File: src/rtl/calc_pkg.sv
// Shared definitions for the keypad calculator arithmetic path:
// key codes, ALU op encoding, sequencer states and display constants.
package calc_pkg;

    localparam int KEY_NONE_BIT = 4;

    localparam logic [3:0] KEY_ADD = 4'd10;
    localparam logic [3:0] KEY_SUB = 4'd11;
    localparam logic [3:0] KEY_MUL = 4'd12;
    localparam logic [3:0] KEY_DIV = 4'd13;
    localparam logic [3:0] KEY_EQ  = 4'd14;
    localparam logic [3:0] KEY_CLR = 4'd15;

    typedef enum logic [1:0] {
        OP_ADD = 2'd0,
        OP_SUB = 2'd1,
        OP_MUL = 2'd2,
        OP_DIV = 2'd3
    } alu_op_t;

    typedef enum logic [2:0] {
        S_ENTRY_A = 3'd0,
        S_ENTRY_B = 3'd1,
        S_RUN     = 3'd2,
        S_WAIT    = 3'd3,
        S_SHOW    = 3'd4,
        S_ERR     = 3'd5
    } state_t;

    localparam logic [15:0] BCD_BLANK = 16'hFFFF;

    function automatic logic is_digit(input logic [3:0] c);
        return c <= 4'd9;
    endfunction

    function automatic logic is_oper(input logic [3:0] c);
        return (c >= KEY_ADD) && (c <= KEY_DIV);
    endfunction

    // Operator keys 10..13 map in order onto ops 0..3.
    function automatic alu_op_t key_to_op(input logic [3:0] c);
        logic [3:0] d;
        d = c - KEY_ADD;
        return alu_op_t'(d[1:0]);
    endfunction

endpackage

File: src/rtl/calc_sequencer_key_press.sv
// Key press detector: turns the level key input into a one-cycle event.
// Ports: clk, rst (async active-low), key in; ev pulse and code out.
module calc_sequencer_key_press
    import calc_pkg::*;
(
    input  logic       clk,
    input  logic       rst,
    input  logic [4:0] key,
    output logic       ev,
    output logic [3:0] code
);

    // Remembers that the previous cycle had no key; cleared by reset
    // so a key held through reset needs a release first.
    logic idle_q;
    logic idle_d;

    always_comb begin
        idle_d = key[KEY_NONE_BIT];
    end

    always_ff @(posedge clk or negedge rst) begin
        if (!rst) begin
            idle_q <= 1'b0;
        end else begin
            idle_q <= idle_d;
        end
    end

    assign ev   = idle_q & ~key[KEY_NONE_BIT];
    assign code = key[3:0];

endmodule

File: src/rtl/calc_sequencer.sv
// Calculator sequencer: builds BCD operands and operator from key events,
// runs the shared ALU via start/done, holds the result for display.
// Ports: clk, rst (async active-low), key; alu_start/op/a/b, alu_done/
// result/err; st (state code), disp (BCD digits), err.
module calc_sequencer
    import calc_pkg::*;
#(
    parameter int TIMEOUT = 64
) (
    input  logic        clk,
    input  logic        rst,
    input  logic [4:0]  key,
    output logic        alu_start,
    output logic [1:0]  alu_op,
    output logic [15:0] alu_a,
    output logic [15:0] alu_b,
    input  logic        alu_done,
    input  logic [15:0] alu_result,
    input  logic        alu_err,
    output logic [2:0]  st,
    output logic [15:0] disp,
    output logic        err
);

    localparam int TW = $clog2(TIMEOUT + 1);
    localparam logic [TW-1:0] TMO_LAST = TW'(TIMEOUT - 1);

    logic       ev;
    logic [3:0] code;

    calc_sequencer_key_press u_key (
        .clk  (clk),
        .rst  (rst),
        .key  (key),
        .ev   (ev),
        .code (code)
    );

    state_t        state_q, state_d;
    logic [15:0]   a_q, a_d;
    logic [15:0]   b_q, b_d;
    logic [15:0]   r_q, r_d;
    logic [2:0]    cnt_a_q, cnt_a_d;
    logic [2:0]    cnt_b_q, cnt_b_d;
    alu_op_t       op_q, op_d;
    logic [TW-1:0] tmo_q, tmo_d;
    logic          alu_start_q, alu_start_d;
    logic [15:0]   disp_q, disp_d;
    logic          err_q, err_d;

    logic k_dig, k_op, k_eq, k_clr;

    always_comb begin
        k_dig = ev && is_digit(code);
        k_op  = ev && is_oper(code);
        k_eq  = ev && (code == KEY_EQ);
        k_clr = ev && (code == KEY_CLR);
    end

    always_comb begin
        state_d = state_q;
        a_d     = a_q;
        b_d     = b_q;
        r_d     = r_q;
        cnt_a_d = cnt_a_q;
        cnt_b_d = cnt_b_q;
        op_d    = op_q;
        tmo_d   = tmo_q;

        // Clear beats everything, including a done arriving in WAIT.
        if (k_clr) begin
            state_d = S_ENTRY_A;
            a_d     = '0;
            b_d     = '0;
            r_d     = '0;
            cnt_a_d = '0;
            cnt_b_d = '0;
            op_d    = OP_ADD;
            tmo_d   = '0;
        end else begin
            case (state_q)
                S_ENTRY_A: begin
                    unique case (1'b1)
                        k_dig: begin
                            if (cnt_a_q < 3'd4) begin
                                a_d     = {a_q[11:0], code};
                                cnt_a_d = cnt_a_q + 3'd1;
                            end
                        end
                        k_op: begin
                            op_d    = key_to_op(code);
                            b_d     = '0;
                            cnt_b_d = '0;
                            state_d = S_ENTRY_B;
                        end
                        default: ;
                    endcase
                end
                S_ENTRY_B: begin
                    unique case (1'b1)
                        k_dig: begin
                            if (cnt_b_q < 3'd4) begin
                                b_d     = {b_q[11:0], code};
                                cnt_b_d = cnt_b_q + 3'd1;
                            end
                        end
                        k_op: op_d = key_to_op(code);
                        k_eq: begin
                            if (cnt_b_q != 3'd0) begin
                                state_d = S_RUN;
                            end
                        end
                        default: ;
                    endcase
                end
                S_RUN: begin
                    tmo_d   = '0;
                    state_d = S_WAIT;
                end
                S_WAIT: begin
                    // Done is checked before the timeout so it wins a tie.
                    if (alu_done) begin
                        if (alu_err) begin
                            state_d = S_ERR;
                        end else begin
                            r_d     = alu_result;
                            state_d = S_SHOW;
                        end
                    end else if (tmo_q == TMO_LAST) begin
                        state_d = S_ERR;
                    end else begin
                        tmo_d = tmo_q + 1'b1;
                    end
                end
                S_SHOW: begin
                    unique case (1'b1)
                        k_dig: begin
                            a_d     = {12'h000, code};
                            cnt_a_d = 3'd1;
                            state_d = S_ENTRY_A;
                        end
                        k_op: begin
                            // Chain: the shown result becomes operand A.
                            a_d     = r_q;
                            cnt_a_d = 3'd4;
                            op_d    = key_to_op(code);
                            b_d     = '0;
                            cnt_b_d = '0;
                            state_d = S_ENTRY_B;
                        end
                        default: ;
                    endcase
                end
                default: ;
            endcase
        end

        // Registered outputs follow the next state so they line up with st.
        alu_start_d = (state_d == S_RUN);
        err_d       = (state_d == S_ERR);
        case (state_d)
            S_ENTRY_A: disp_d = a_d;
            S_ENTRY_B: disp_d = b_d;
            S_RUN:     disp_d = b_d;
            S_WAIT:    disp_d = b_d;
            S_SHOW:    disp_d = r_d;
            default:   disp_d = BCD_BLANK;
        endcase
    end

    always_ff @(posedge clk or negedge rst) begin
        if (!rst) begin
            state_q     <= S_ENTRY_A;
            a_q         <= '0;
            b_q         <= '0;
            r_q         <= '0;
            cnt_a_q     <= '0;
            cnt_b_q     <= '0;
            op_q        <= OP_ADD;
            tmo_q       <= '0;
            alu_start_q <= 1'b0;
            disp_q      <= '0;
            err_q       <= 1'b0;
        end else begin
            state_q     <= state_d;
            a_q         <= a_d;
            b_q         <= b_d;
            r_q         <= r_d;
            cnt_a_q     <= cnt_a_d;
            cnt_b_q     <= cnt_b_d;
            op_q        <= op_d;
            tmo_q       <= tmo_d;
            alu_start_q <= alu_start_d;
            disp_q      <= disp_d;
            err_q       <= err_d;
        end
    end

    assign st        = state_q;
    assign alu_start = alu_start_q;
    assign disp      = disp_q;
    assign err       = err_q;
    assign alu_a     = a_q;
    assign alu_b     = b_q;
    assign alu_op    = op_q;

endmodule
File: config.mk
export PLATFORM = sky130hd
export DESIGN_NAME = calc_sequencer
export DESIGN_NICKNAME = d
export VERILOG_FILES = /design/src/rtl/calc_pkg.sv /design/src/rtl/calc_sequencer_key_press.sv /design/src/rtl/calc_sequencer.sv
export SDC_FILE = /design/constraint.sdc
export NUM_CORES = 1
export LEC_CHECK = 0
export ABC_AREA = 0
export CORE_MARGIN = 2
export CORE_UTILIZATION = 30
export DETAILED_ROUTE_END_ITERATION = 16
export PLACE_DENSITY_LB_ADDON = 0.08
export SYNTH_ARGS = -nofsm -noshare
export SYNTH_HDL_FRONTEND = slang
export SYNTH_SLANG_ARGS = --single-unit
File: constraint.sdc
create_clock -name clk -period 3.7 [get_ports clk]
set_input_delay 1.11 -clock clk [delete_from_list [all_inputs] [get_ports clk]]
set_output_delay 1.11 -clock clk [all_outputs]
set_load 0.02 [all_outputs]
==> results of run 1 <==
-- layer usage --
metal | routed length (um) | up-vias
met3 | 739 | 24
met2 | 6712 | 104
met4 | 449 | 0
met5 | 0 | -
met1 | 6222 | 1831
li1 | - | 1700
-- sequential cells by signal, indices dropped and copies added (netlist names) --
signal	count
alu_op	2
alu_b	16
err	1
alu_start	1
u_key.idle_q	1
cnt_b_q	3
cnt_a_q	3
alu_a	16
disp	16
st	3
tmo_q	7
r_q	16
-- Yosys cell counts (all sizes together) (5+ instances only) --
cell type and n:
inv 9, and3 5, nand3 5, a22oi 13, nor3 13, buf 21
clkbuf 8, o22ai 14, a21oi 22, dfrtp 85, mux2i 42, nor2 39
nand2 36, o21ai 43
-- per-stage QoR --
step	utilization	total power [mW]
after floorplan	-	2.799
after global placement	0.3839	3.779
after detailed placement	0.3839	3.784
after CTS	0.4072	4.813
after global routing	0.4072	5.055
final	0.4072	4.760
-- power by group through the flow --
stage,clock network [mW],logic [mW],registers (mW)
CTS,1.03,2.16,1.62
finish,1.01,2.13,1.62
global route,1.07,2.33,1.66
global placement,0,2.14,1.64
floorplan,0,0.989,1.81
detailed placement,0,2.15,1.63
-- kinds of logic (layout without fill, tap and decap cells) --
family / count (synthesis) / count (layout)
xor+xnor: 5 / 5
buf+inv: 38 / 126
flops: 85 / 85
fa+ha+maj: 4 / 4
simple gates: 126 / 126
compound gates: 121 / 121
mux: 43 / 43
-- worst max-delay path: stages --
cell	delay, ns
clkdlybuf4s50_1	0.52
or4b_4	0.60
nor3_4	0.35
a211oi_4	0.11
a21oi_4	0.19
buf_12	0.22
mux2i_1	0.26
a21oi_1	0.10
-- layout make-up --
| class | count | area [um^2] |
|---|---|---|
| Clock inverter | 5 | 82.58 |
| Sequential cell | 85 | 2127 |
| Tap cell | 180 | 225.2 |
| Inverter | 9 | 33.78 |
| Timing Repair Buffer | 101 | 978.4 |
| Multi-Input combinational cell | 299 | 1984 |
| Clock buffer | 11 | 242.7 |
| Fill cell | 1382 | 8260 |
-- worst paths after layout --
| path | from | endpoint | cells past startpoint |
|---|---|---|---|
| max in group asynchronous | rst | alu_b[4]$_DFF_PN0_ | 2 |
| worst max-delay path | key[4] | disp[3]$_DFF_PN0_ | 8 |
| worst min-delay path | tmo_q[1]$_DFFE_PN0P_ | tmo_q[1]$_DFFE_PN0P_ | 2 |
| min in group asynchronous | rst | tmo_q[5]$_DFFE_PN0P_ | 1 |
| worst max register to register | st[0]$_DFF_PN0_ | disp[3]$_DFF_PN0_ | 7 |
| worst min register to register | tmo_q[1]$_DFFE_PN0P_ | tmo_q[1]$_DFFE_PN0P_ | 2 |
==> impl_metrics.env, run 1 <==
export IMPL_cellLeakagePower_nw=2.438
export IMPL_synth_xor_area_share=0.01018
export IMPL_synth_top_area_frac=0.4945
export IMPL_die_height_um=123.7
export IMPL_switching_share=0.4016
export IMPL_cts_buffer_depth=2
export IMPL_start_util=0.3087
export IMPL_p_per_area_mw_per_mm2=838.8
export IMPL_rows=43
export IMPL_worst_skew_pair_late_latency_ns=0.35
export IMPL_power_frac_comb=0.448
export IMPL_gp_congestion=0.8449
export IMPL_finClkSkew_ns=0.007470
export IMPL_drive_gt1_frac=0.1118
export IMPL_postRouteAntennaNets=0
export IMPL_crit_type="primary input to flip-flop"
export IMPL_cts_resized=0
export IMPL_crit_required_ns=3.93
export IMPL_ctsHoldBuffers=0
export IMPL_io_buffers=79
export IMPL_final_max_slew_viol_count=0
export IMPL_met2_usage=0.3080
export IMPL_yosysUniqueCellTypes=63
export IMPL_rsz0062_at_grt="no"
export IMPL_clockRootBuffer="clkbuf_16"
export IMPL_cts_htree_levels=3
export IMPL_design_area_mm2=0.005674
export IMPL_diodes=0
export IMPL_avgViaCountPerCell=5.303
export IMPL_cts_tree="built"
export IMPL_clock_sinks=85
export IMPL_dpl_cell_area_mm2=0.005349
export IMPL_grt_pass1_wl_um=21980
export IMPL_grt_max_degree=45
export IMPL_layout_setup_ws_ns=0.4522
export IMPL_vias=3659
export IMPL_synthSimpleGateAreaFrac=0.1489
export IMPL_finalSetupTns_ns=0
export IMPL_grt_busiest_layer="met2"
export IMPL_stdcell_count=690
export IMPL_muxShareOfSynthArea=0.1003
export IMPL_fmaxAchievable_mhz=307.9
export IMPL_synthArstFlopShare=1.000
export IMPL_pre_cts_ws_ns=0.07840
export IMPL_layout_nets=534
export IMPL_final_common_cell="dfrtp_1"
export IMPL_syn_avg_cell_area_um2=10.19
export IMPL_ys_ff_latch=85
export IMPL_antenna_found_initial=0
export IMPL_synth_top_family_by_area="compound AO/OA/AOI/OAI gates"
export IMPL_grt_ovfl_total=0
export IMPL_hold_path_class="flip-flop to flip-flop"
export IMPL_drcViolationCount=0
export IMPL_final_hold_violation_count=0
export IMPL_numCtsBuffers=9
export IMPL_core_area_mm2=0.01393
export IMPL_die_x_um=123.7
export IMPL_wl_per_cell_um=20.47
export IMPL_synth_edff_count=0
export IMPL_drt_pass1_iterations=4
export IMPL_worst_pin_slew_ns=0.7092
export IMPL_ios=80
export IMPL_cts_setup_buffers=0
export IMPL_vdd_drop_max_uv=433.5
export IMPL_synth_warnings=0
export IMPL_fin_crit_ns=3.248
export IMPL_synth_area_leaders="dfrtp_1, mux2i_1, o21ai_0"
export IMPL_detail_route_iter0_violations=291
export IMPL_synth_top_area_cell="dfrtp_1"
export IMPL_cp_arrival_ns=3.47
export IMPL_final_setup_viol_count=0
export IMPL_syn_nets=451
export IMPL_finalCritPeriodShare=0.8778
export IMPL_dp_hpwl_um=9868
export IMPL_synth_ff_type="dfrtp_1"
export IMPL_hold_slack_ns=0.5144
export IMPL_cp_start_kind="primary input"
export IMPL_synthAdderAreaFrac=0.01163
export IMPL_gr_usage_met1=0.2609
export IMPL_maxCapViolCount=0
export IMPL_grt_use_met3=0.04212
export IMPL_synth_compound_area_share=0.1867
export IMPL_place_inst=674
export IMPL_path_clk_slew_ns=0.06
export IMPL_syn_to_final_growth_pct=31.91
export IMPL_r2r_slack_ns=1.10
export IMPL_outcome="finished clean"
export IMPL_worstSetupEndpointType="flip-flop"
export IMPL_seq_power_share=0.340
export IMPL_relSlewSlack=0.5267
export IMPL_final_cell_mix="dfrtp_1, clkdlybuf4s50_1, mux2i_1"
export IMPL_grt_pass1_vias=3782
export IMPL_grt_usage=0.1954
export IMPL_dieArea_mm2=0.01531
export IMPL_netlist_instances=422
export IMPL_wl_um=14120
export IMPL_p_int_mw=2.848
export IMPL_synth_cell_area_mm2=0.004302
export IMPL_net_switching_power_mw=1.911
export IMPL_ys_seq_area_frac=0.4945
export IMPL_p_clk_frac=0.212
export IMPL_path_max_fanout=30
No activity file was read; power rests on OpenSTA's default activity.
==> run 2: changes to the inputs <==
Settings changed: ABC_CLOCK_PERIOD_IN_PS set to 3700.
==> results of run 2 <==
The final DEF is identical to that of run 1; final timing and power are the same.
